[src/rtl/i2c_bridge_pkg.sv]
// rtl/i2c_bridge_pkg.sv - shared types and constants for the AXI-to-I2C bridge
//
// Purpose: FSM state encoding, AXI response codes, command-word layout and
// the helper that packs a command word from its fields.
package i2c_bridge_pkg;

  typedef enum logic [2:0] {
    ST_IDLE,
    ST_WR_ISSUE,
    ST_RD_ISSUE,
    ST_RD_DATA,
    ST_WR_RESP,
    ST_RD_RESP
  } state_t;

  localparam logic [1:0] RESP_OKAY   = 2'b00;
  localparam logic [1:0] RESP_SLVERR = 2'b10;

  // Command word layout: {rnw, slave_addr[6:0], reg[7:0], wdata[7:0]}
  localparam int CMD_WDATA_LSB = 0;
  localparam int CMD_REG_LSB   = 8;
  localparam int CMD_SADDR_LSB = 16;
  localparam int CMD_RNW_BIT   = 23;

  // Where the I2C fields sit inside an AXI byte address
  localparam int AXI_REG_LSB   = 2;
  localparam int AXI_SADDR_LSB = 10;

  typedef struct packed {
    logic       rnw;
    logic [6:0] slave_addr;
    logic [7:0] reg_addr;
    logic [7:0] wdata;
  } i2c_cmd_t;

  localparam int CMD_W = $bits(i2c_cmd_t);

  function automatic i2c_cmd_t pack_cmd(input logic       rnw,
                                        input logic [6:0] saddr,
                                        input logic [7:0] raddr,
                                        input logic [7:0] wdata);
    logic [CMD_W-1:0] w;
    w                       = '0;
    w[CMD_RNW_BIT]          = rnw;
    w[CMD_SADDR_LSB +: 7]   = saddr;
    w[CMD_REG_LSB +: 8]     = raddr;
    w[CMD_WDATA_LSB +: 8]   = wdata;
    return i2c_cmd_t'(w);
  endfunction

endpackage

[src/rtl/axi_to_i2c_timeout.sv]
// rtl/axi_to_i2c_timeout.sv - saturating response timeout counter
//
// Purpose: counts cycles while count_en_i is high, restarts from zero on
// restart_i, and flags expiry on the TIMEOUT_CYCLES-th counted cycle.
// Ports:
//   clk_i       clock
//   rst_i       synchronous active-high reset
//   restart_i   clear the count (takes priority over counting)
//   count_en_i  count this cycle
//   expired_o   high during the TIMEOUT_CYCLES-th enabled cycle and after
module axi_to_i2c_timeout #(
  parameter int unsigned TIMEOUT_CYCLES = 65535
) (
  input  logic clk_i,
  input  logic rst_i,
  input  logic restart_i,
  input  logic count_en_i,
  output logic expired_o
);

  localparam int unsigned CNT_W = (TIMEOUT_CYCLES < 2) ? 1 : $clog2(TIMEOUT_CYCLES);
  localparam logic [CNT_W-1:0] LAST = CNT_W'(TIMEOUT_CYCLES - 1);

  logic [CNT_W-1:0] cnt_q, cnt_d;

  // cnt_q holds the number of enabled cycles already completed, so the
  // current cycle is cycle cnt_q+1; it parks at LAST instead of wrapping.
  always_comb begin
    cnt_d = cnt_q;
    if (restart_i) begin
      cnt_d = '0;
    end else if (count_en_i && (cnt_q != LAST)) begin
      cnt_d = cnt_q + CNT_W'(1);
    end
  end

  always_ff @(posedge clk_i) begin
    if (rst_i) begin
      cnt_q <= '0;
    end else begin
      cnt_q <= cnt_d;
    end
  end

  assign expired_o = count_en_i & (cnt_q == LAST);

endmodule

[src/rtl/axi_lite_i2c_cmd_slave.sv]
// rtl/axi_lite_i2c_cmd_slave.sv - AXI4-Lite slave that turns accesses into I2C command words
//
// Purpose: captures one AXI4-Lite write (AW+W) or read (AR) at a time,
// issues a packed I2C command word downstream, waits for ACK/NACK (and the
// read byte), and answers on B or R. Unanswered commands time out to SLVERR.
// Ports:
//   ACLK, ARESET                       clock, synchronous active-high reset
//   AW*/W*/B*                          AXI4-Lite write channels
//   AR*/R*                             AXI4-Lite read channels
//   ADDR_DATA_OUT, VALID_ADDR_DATA_OUT command word and its valid
//   VALID_ADDR_DATA_OUT_ACK_VALID/_ACK downstream ACK status
//   RDATA_OUT, RDATA_VALID             downstream read byte
//   RDATA_VALID_ACK                    one-cycle consume pulse for the read byte
//   PENDING_TRANSACTION_WR/_RD         downstream busy; blocks new issues
module axi_lite_i2c_cmd_slave
  import i2c_bridge_pkg::*;
#(
  parameter int          AXI_ADDR_WIDTH = 32,
  parameter int          AXI_DATA_WIDTH = 32,
  parameter int          CMD_WIDTH      = 24,
  parameter int          RDATA_WIDTH    = 8,
  parameter int unsigned TIMEOUT_CYCLES = 65535
) (
  input  logic                        ACLK,
  input  logic                        ARESET,
  input  logic [AXI_ADDR_WIDTH-1:0]   AWADDR,
  input  logic                        AWVALID,
  output logic                        AWREADY,
  input  logic [AXI_DATA_WIDTH-1:0]   WDATA,
  input  logic [AXI_DATA_WIDTH/8-1:0] WSTRB,
  input  logic                        WVALID,
  output logic                        WREADY,
  output logic [1:0]                  BRESP,
  output logic                        BVALID,
  input  logic                        BREADY,
  input  logic [AXI_ADDR_WIDTH-1:0]   ARADDR,
  input  logic                        ARVALID,
  output logic                        ARREADY,
  output logic [AXI_DATA_WIDTH-1:0]   RDATA,
  output logic [1:0]                  RRESP,
  output logic                        RVALID,
  input  logic                        RREADY,
  output logic [CMD_WIDTH-1:0]        ADDR_DATA_OUT,
  output logic                        VALID_ADDR_DATA_OUT,
  input  logic                        VALID_ADDR_DATA_OUT_ACK_VALID,
  input  logic                        VALID_ADDR_DATA_OUT_ACK,
  input  logic [RDATA_WIDTH-1:0]      RDATA_OUT,
  input  logic                        RDATA_VALID,
  output logic                        RDATA_VALID_ACK,
  input  logic                        PENDING_TRANSACTION_WR,
  input  logic                        PENDING_TRANSACTION_RD
);

  state_t                      state_q, state_d;
  logic                        aw_full_q, aw_full_d;
  logic [6:0]                  aw_saddr_q, aw_saddr_d;
  logic [7:0]                  aw_reg_q, aw_reg_d;
  logic                        w_full_q, w_full_d;
  logic [7:0]                  w_data_q, w_data_d;
  logic                        w_strb0_q, w_strb0_d;
  i2c_cmd_t                    cmd_q, cmd_d;
  logic [1:0]                  bresp_q, bresp_d;
  logic [1:0]                  rresp_q, rresp_d;
  logic [AXI_DATA_WIDTH-1:0]   rdata_q, rdata_d;
  logic                        last_wr_q, last_wr_d;

  logic idle, pend_any, wr_cand, wr_sel;
  logic aw_hs, w_hs, ar_hs;
  logic tmo_restart, tmo_count_en, tmo_expired;
  logic unused_inputs;

  assign idle     = (state_q == ST_IDLE);
  assign pend_any = PENDING_TRANSACTION_WR | PENDING_TRANSACTION_RD;
  assign wr_cand  = aw_full_q & w_full_q;

  // On a tie with a pending read, the write goes only if the read was the
  // one served last.
  assign wr_sel = idle & ~pend_any & wr_cand & (~ARVALID | ~last_wr_q);

  // Readies are forced low during reset so same-cycle requests are dropped.
  assign AWREADY = ~ARESET & idle & ~aw_full_q;
  assign WREADY  = ~ARESET & idle & ~w_full_q;
  assign ARREADY = ~ARESET & idle & ~pend_any & ~wr_sel;

  assign aw_hs = AWVALID & AWREADY;
  assign w_hs  = WVALID & WREADY;
  assign ar_hs = ARVALID & ARREADY;

  assign tmo_count_en = (state_q == ST_WR_ISSUE) || (state_q == ST_RD_ISSUE) ||
                        (state_q == ST_RD_DATA);
  assign tmo_restart  = (state_d != state_q);

  axi_to_i2c_timeout #(
    .TIMEOUT_CYCLES (TIMEOUT_CYCLES)
  ) u_timeout (
    .clk_i      (ACLK),
    .rst_i      (ARESET),
    .restart_i  (tmo_restart),
    .count_en_i (tmo_count_en),
    .expired_o  (tmo_expired)
  );

  always_comb begin
    state_d             = state_q;
    aw_full_d           = aw_full_q;
    aw_saddr_d          = aw_saddr_q;
    aw_reg_d            = aw_reg_q;
    w_full_d            = w_full_q;
    w_data_d            = w_data_q;
    w_strb0_d           = w_strb0_q;
    cmd_d               = cmd_q;
    bresp_d             = bresp_q;
    rresp_d             = rresp_q;
    rdata_d             = rdata_q;
    last_wr_d           = last_wr_q;
    VALID_ADDR_DATA_OUT = 1'b0;
    RDATA_VALID_ACK     = 1'b0;

    if (aw_hs) begin
      aw_full_d  = 1'b1;
      aw_saddr_d = AWADDR[AXI_SADDR_LSB +: 7];
      aw_reg_d   = AWADDR[AXI_REG_LSB +: 8];
    end
    if (w_hs) begin
      w_full_d  = 1'b1;
      w_data_d  = WDATA[7:0];
      w_strb0_d = WSTRB[0];
    end

    case (state_q)
      ST_IDLE: begin
        if (wr_sel) begin
          last_wr_d = 1'b1;
          cmd_d     = pack_cmd(1'b0, aw_saddr_q, aw_reg_q, w_data_q);
          if (w_strb0_q) begin
            state_d = ST_WR_ISSUE;
          end else begin
            // Low byte not written: nothing to send, refuse immediately.
            bresp_d = RESP_SLVERR;
            state_d = ST_WR_RESP;
          end
        end else if (ar_hs) begin
          last_wr_d = 1'b0;
          cmd_d     = pack_cmd(1'b1, ARADDR[AXI_SADDR_LSB +: 7],
                               ARADDR[AXI_REG_LSB +: 8], 8'h00);
          state_d   = ST_RD_ISSUE;
        end
      end

      ST_WR_ISSUE: begin
        VALID_ADDR_DATA_OUT = 1'b1;
        if (VALID_ADDR_DATA_OUT_ACK_VALID) begin
          bresp_d = VALID_ADDR_DATA_OUT_ACK ? RESP_OKAY : RESP_SLVERR;
          state_d = ST_WR_RESP;
        end else if (tmo_expired) begin
          bresp_d = RESP_SLVERR;
          state_d = ST_WR_RESP;
        end
      end

      ST_RD_ISSUE: begin
        VALID_ADDR_DATA_OUT = 1'b1;
        if (VALID_ADDR_DATA_OUT_ACK_VALID && VALID_ADDR_DATA_OUT_ACK) begin
          state_d = ST_RD_DATA;
        end else if (VALID_ADDR_DATA_OUT_ACK_VALID || tmo_expired) begin
          rresp_d = RESP_SLVERR;
          rdata_d = '0;
          state_d = ST_RD_RESP;
        end
      end

      ST_RD_DATA: begin
        if (RDATA_VALID) begin
          RDATA_VALID_ACK = 1'b1;
          rresp_d         = RESP_OKAY;
          rdata_d         = {{(AXI_DATA_WIDTH-RDATA_WIDTH){1'b0}}, RDATA_OUT};
          state_d         = ST_RD_RESP;
        end else if (tmo_expired) begin
          rresp_d = RESP_SLVERR;
          rdata_d = '0;
          state_d = ST_RD_RESP;
        end
      end

      ST_WR_RESP: begin
        if (BREADY) begin
          aw_full_d = 1'b0;
          w_full_d  = 1'b0;
          state_d   = ST_IDLE;
        end
      end

      ST_RD_RESP: begin
        if (RREADY) begin
          state_d = ST_IDLE;
        end
      end

      default: state_d = ST_IDLE;
    endcase
  end

  always_ff @(posedge ACLK) begin
    if (ARESET) begin
      state_q    <= ST_IDLE;
      aw_full_q  <= 1'b0;
      aw_saddr_q <= '0;
      aw_reg_q   <= '0;
      w_full_q   <= 1'b0;
      w_data_q   <= '0;
      w_strb0_q  <= 1'b0;
      cmd_q      <= '0;
      bresp_q    <= RESP_OKAY;
      rresp_q    <= RESP_OKAY;
      rdata_q    <= '0;
      last_wr_q  <= 1'b1;
    end else begin
      state_q    <= state_d;
      aw_full_q  <= aw_full_d;
      aw_saddr_q <= aw_saddr_d;
      aw_reg_q   <= aw_reg_d;
      w_full_q   <= w_full_d;
      w_data_q   <= w_data_d;
      w_strb0_q  <= w_strb0_d;
      cmd_q      <= cmd_d;
      bresp_q    <= bresp_d;
      rresp_q    <= rresp_d;
      rdata_q    <= rdata_d;
      last_wr_q  <= last_wr_d;
    end
  end

  assign ADDR_DATA_OUT = cmd_q;
  assign BVALID        = (state_q == ST_WR_RESP);
  assign BRESP         = bresp_q;
  assign RVALID        = (state_q == ST_RD_RESP);
  assign RRESP         = rresp_q;
  assign RDATA         = rdata_q;

  // Address bits outside the I2C fields, data above the low byte and the
  // upper strobes carry no meaning for an 8-bit I2C register access.
  assign unused_inputs = ^{AWADDR[AXI_ADDR_WIDTH-1:17], AWADDR[1:0],
                           ARADDR[AXI_ADDR_WIDTH-1:17], ARADDR[1:0],
                           WDATA[AXI_DATA_WIDTH-1:8], WSTRB[AXI_DATA_WIDTH/8-1:1]};

endmodule

[config.mk]
export PLATFORM = sky130hd
export DESIGN_NAME = axi_lite_i2c_cmd_slave
export DESIGN_NICKNAME = d
export VERILOG_FILES = /design/src/rtl/i2c_bridge_pkg.sv /design/src/rtl/axi_to_i2c_timeout.sv /design/src/rtl/axi_lite_i2c_cmd_slave.sv
export SDC_FILE = /design/constraint.sdc
export NUM_CORES = 1
export LEC_CHECK = 0
export BUFFER_PORTS_ARGS = -buffer_cell sky130_fd_sc_hd__buf_2
export CAP_MARGIN = 20
export CORE_MARGIN = 2
export CORE_UTILIZATION = 49
export DETAILED_ROUTE_END_ITERATION = 12
export GPL_TIMING_DRIVEN = 0
export PLACE_DENSITY_LB_ADDON = 0.08
export SYNTH_ARGS = -nofsm -noshare
export SYNTH_HDL_FRONTEND = slang
export SYNTH_SLANG_ARGS = --single-unit
[constraint.sdc]
create_clock -name ACLK -period 3.1 [get_ports ACLK]
set_input_delay 0.31 -clock ACLK [delete_from_list [all_inputs] [get_ports ACLK]]
set_output_delay 0.31 -clock ACLK [all_outputs]
set_load 0.02 [all_outputs]
==> summary.log <==
INFO  detailed_routing drc=0
INFO  layout         flow.area_growth_from_synthesis=25.6%
INFO  floorplan      core.rowCount=31
INFO  synthesis      synth_top_area_share=43.3%
INFO  synthesis      post_synth_and_or_nand_nor_area_fraction=22.0%
INFO  synthesis      synthesis.instances=425
INFO  synthesis      synth_adder_area_share=0.677%
INFO  floorplan      width_of_the_die=90.9um
INFO  layout         fillers=702
INFO  detailed_routing detailedRoute.firstPassIterationCount=4
INFO  power_and_ir_drop worst_ir_drop_vdd=220uV
INFO  placed_design  io_buffers=97
INFO  timing         slew-limit-headroom=38.2%
INFO  synthesis      synthMostInstantiatedCell=dfxtp_1
INFO  floorplan      starting_density_of_the_core=50.7%
INFO  global_routing grt_first_pass_wirelength=14700um
INFO  clock_network  tritoncts.num_buffers=9
INFO  critical_path  cp_data_required_time=2790ps
INFO  clock_network  clockRootBuffer=clkbuf_8
INFO  global_routing track_usage=21.8%
INFO  detailed_routing detail_route.iter0.violations=219
INFO  detailed_routing drtAntennaViolNets=0
INFO  layout         antenna_diodes=0
INFO  placed_design  place_hpwl=6680um
INFO  clock_network  htree_depth=3
INFO  clock_network  worstSkewPairLatency=350ps
INFO  floorplan      core=7290um^2
INFO  synthesis      post_synthesis_compound_gate_area_fraction=17.0%
INFO  synthesis      synth_top_cells_by_area=dfxtp_1 (43%), buf_4 (5.9%), nor2_1 (5.0%)
INFO  global_routing initial_antenna_violation_count=0
INFO  power_and_ir_drop p_leak=2.00nW
INFO  synthesis      synth_enable_flop_cells=0
INFO  detailed_routing viasPerCell=5.21
INFO  floorplan      io_pins=187
INFO  synthesis      asyncSetResetFlopFracSynth=0%
INFO  critical_path  path_class=reg -> out
INFO  synthesis      synthesis.area_per_instance=8.70um^2
INFO  timing         timing.final.setup_violations=0
INFO  detailed_routing vias=3446
INFO  clock_network  clkTransAtPathRegs=80ps
INFO  timing         finalCritPeriodShare=77.2%
INFO  critical_path  worst_setup_path_start_kind=flip-flop
INFO  layout         finish.utilization=63.7%
INFO  synthesis      ys_seq_area_share=43.3%
INFO  placed_design  place.gp.congestion=0.894
INFO  run            drv_cap=0
INFO  power_and_ir_drop power.density=481nW/um^2
INFO  detailed_routing wl_per_cell=13.7um
INFO  timing         grt_setup_unrepaired=no
INFO  layout         layout-drive-gt1-share=28.2%
INFO  synthesis      synth.area.mux_share=4.74%
INFO  critical_path  crit_fanout=10
INFO  clock_network  cts.repair.resized=0
INFO  clock_network  clock_sink_count=80
INFO  critical_path  worstPathArrival=2080ps
INFO  clock_network  cts_setup_buffers=0
INFO  synthesis      synth_largest_area_cell=dfxtp_1
INFO  synthesis      post_synth_most_frequent_cells=dfxtp_1 (80), nor2_1 (49), nand2_1 (47), a21oi_1 (36), buf_4 (29)
INFO  min_path       hold_class=in -> reg
INFO  synthesis      syn_area=3700um^2
INFO  timing         clock-skew-final=9.93ps
INFO  timing         report.final.hold_viol_count=0
INFO  clock_network  holdBufCountCts=0
INFO  global_routing grt.overflow.total=0
INFO  placed_design  dpl.cell_count=646
INFO  synthesis      ys_types=54
INFO  floorplan      floorplan.die_area=8260um^2
INFO  timing         post-route-min-period=2390ps
INFO  timing         worstMarginPinSlew=919ps
INFO  clock_network  ctsLongestPathBuffers=2
INFO  synthesis      ys_ff_latch=80
INFO  timing         final-max-slew-violation-count=0
INFO  synthesis      post_synth_xor_area_fraction=2.84%
INFO  outcome        run_status=complete, no violations
INFO  layout         nNetsFinal=680
INFO  synthesis      synthesis.yosys.warnings=0
INFO  synthesis      largest_family_of_logic_cells_by_synthesized_area=simple AND/OR/NAND/NOR gates
INFO  critical_path  cp-end-kind=primary output
INFO  global_routing grt_pass1_vias=3126
INFO  timing         fmax=418MHz
INFO  global_routing grt_start_max_net_pins=15
INFO  layout         finalNonFillerCells=662
INFO  timing         fin_tns_setup=0ps
INFO  clock_network  cts_tree=built
INFO  synthesis      dominant_register_cell_in_the_synthesized_netlist=dfxtp_1
INFO  floorplan      die_height=90.9um
INFO  detailed_routing finalWirelength=9060um
## state kept, by name, indices dropped and copies added, names as in the netlist
register         cells
w_full_q             1
last_wr_q            1
BRESP                1
w_strb0_q            1
aw_saddr_q           7
aw_reg_q             8
RDATA                8
state_q              3
ADDR_DATA_OUT       24
aw_full_q            1
RRESP                1
w_data_q             8
u_timeout.cnt_q     16
## per-stage QoR
stage	setup slack (ps)	power (mW)	hold slack, ps	area [um^2]
2_1_floorplan	1130	1.26	429	3790
3_3_place_gp	974	1.33	443	4400
3_5_place_dp	882	1.34	448	4400
4_1_cts	721	2.25	167	4640
5_1_grt	583	2.33	184	4640
6_report	706	2.23	176	4640
## cell usage in the layout (no fill, tap or decap), types with 6 or more instances in the layout
master    instances
buf_2            99
dfxtp_1          80
nor2_1           49
nand2_1          47
a21oi_1          36
buf_4            29
conb_1           26
nand3_1          22
a211oi_1         18
clkbuf_1         16
mux2i_1          16
clkbuf_8         10
nand4_1           9
a22oi_1           8
xor2_1            8
a22o_1            8
inv_1             6
nor3_1            6
nor4_1            6
## power breakdown
part / switching [mW] / internal, mW / leakage, nW
clock network: 0.383 / 0.536 / 0.116
registers: 0.0166 / 1.05 / 0.648
logic: 0.145 / 0.0991 / 1.24
## metal layers
metal / global-route usage, % / share of wire, % / vias up
met3: 3.76 / 6.7 / 21
met1: 29.2 / 45 / 1589
met4: 7.45 / 1.7 / 0
met5: 0 / 0 / -
li1: - / - / 1719
met2: 35.7 / 47 / 117
## critical path, cell delays in order (launching register included)
cell and delay (ps):
dfxtp_1 410, or3_1 450, nor3_1 260, clkbuf_1 380
buf_2 240
## cell type report
type                       count  area, um^2  share of cell area [%]
timing repair buffer          97         485                    10.5
sequential                    80        1600                    34.5
tap                           99         124                    2.67
inverter                       6        22.5                   0.485
clock inverter                 7         119                    2.56
buffer                        51         322                    6.92
clock buffer                   9         124                    2.67
multi-input combinational    313        1850                    39.8
## logic make-up after synthesis
group / count (synthesis)
simple gates: 165
compound gates: 91
flops: 80
buf+inv: 57
mux: 17
xor+xnor: 12
fa+ha+maj: 2
other cells: 1
## final timing paths
path / from / endpoint / slack, ps / cells past startpoint
worst max-delay path: state_q[1]$_SDFF_PP0_ / WREADY / 710 / 4
worst min-delay path: RDATA_OUT[1] / RDATA[1]$_SDFFE_PP0P_ / 180 / 2
worst max register to register: u_timeout.cnt_q[0]$_SDFFE_PP0P_ / u_timeout.cnt_q[14]$_SDFFE_PP0P_ / 890 / 8
worst min register to register: aw_saddr_q[2]$_SDFFE_PP0P_ / aw_saddr_q[2]$_SDFFE_PP0P_ / 460 / 2
Power figures use the tool's default switching activity.
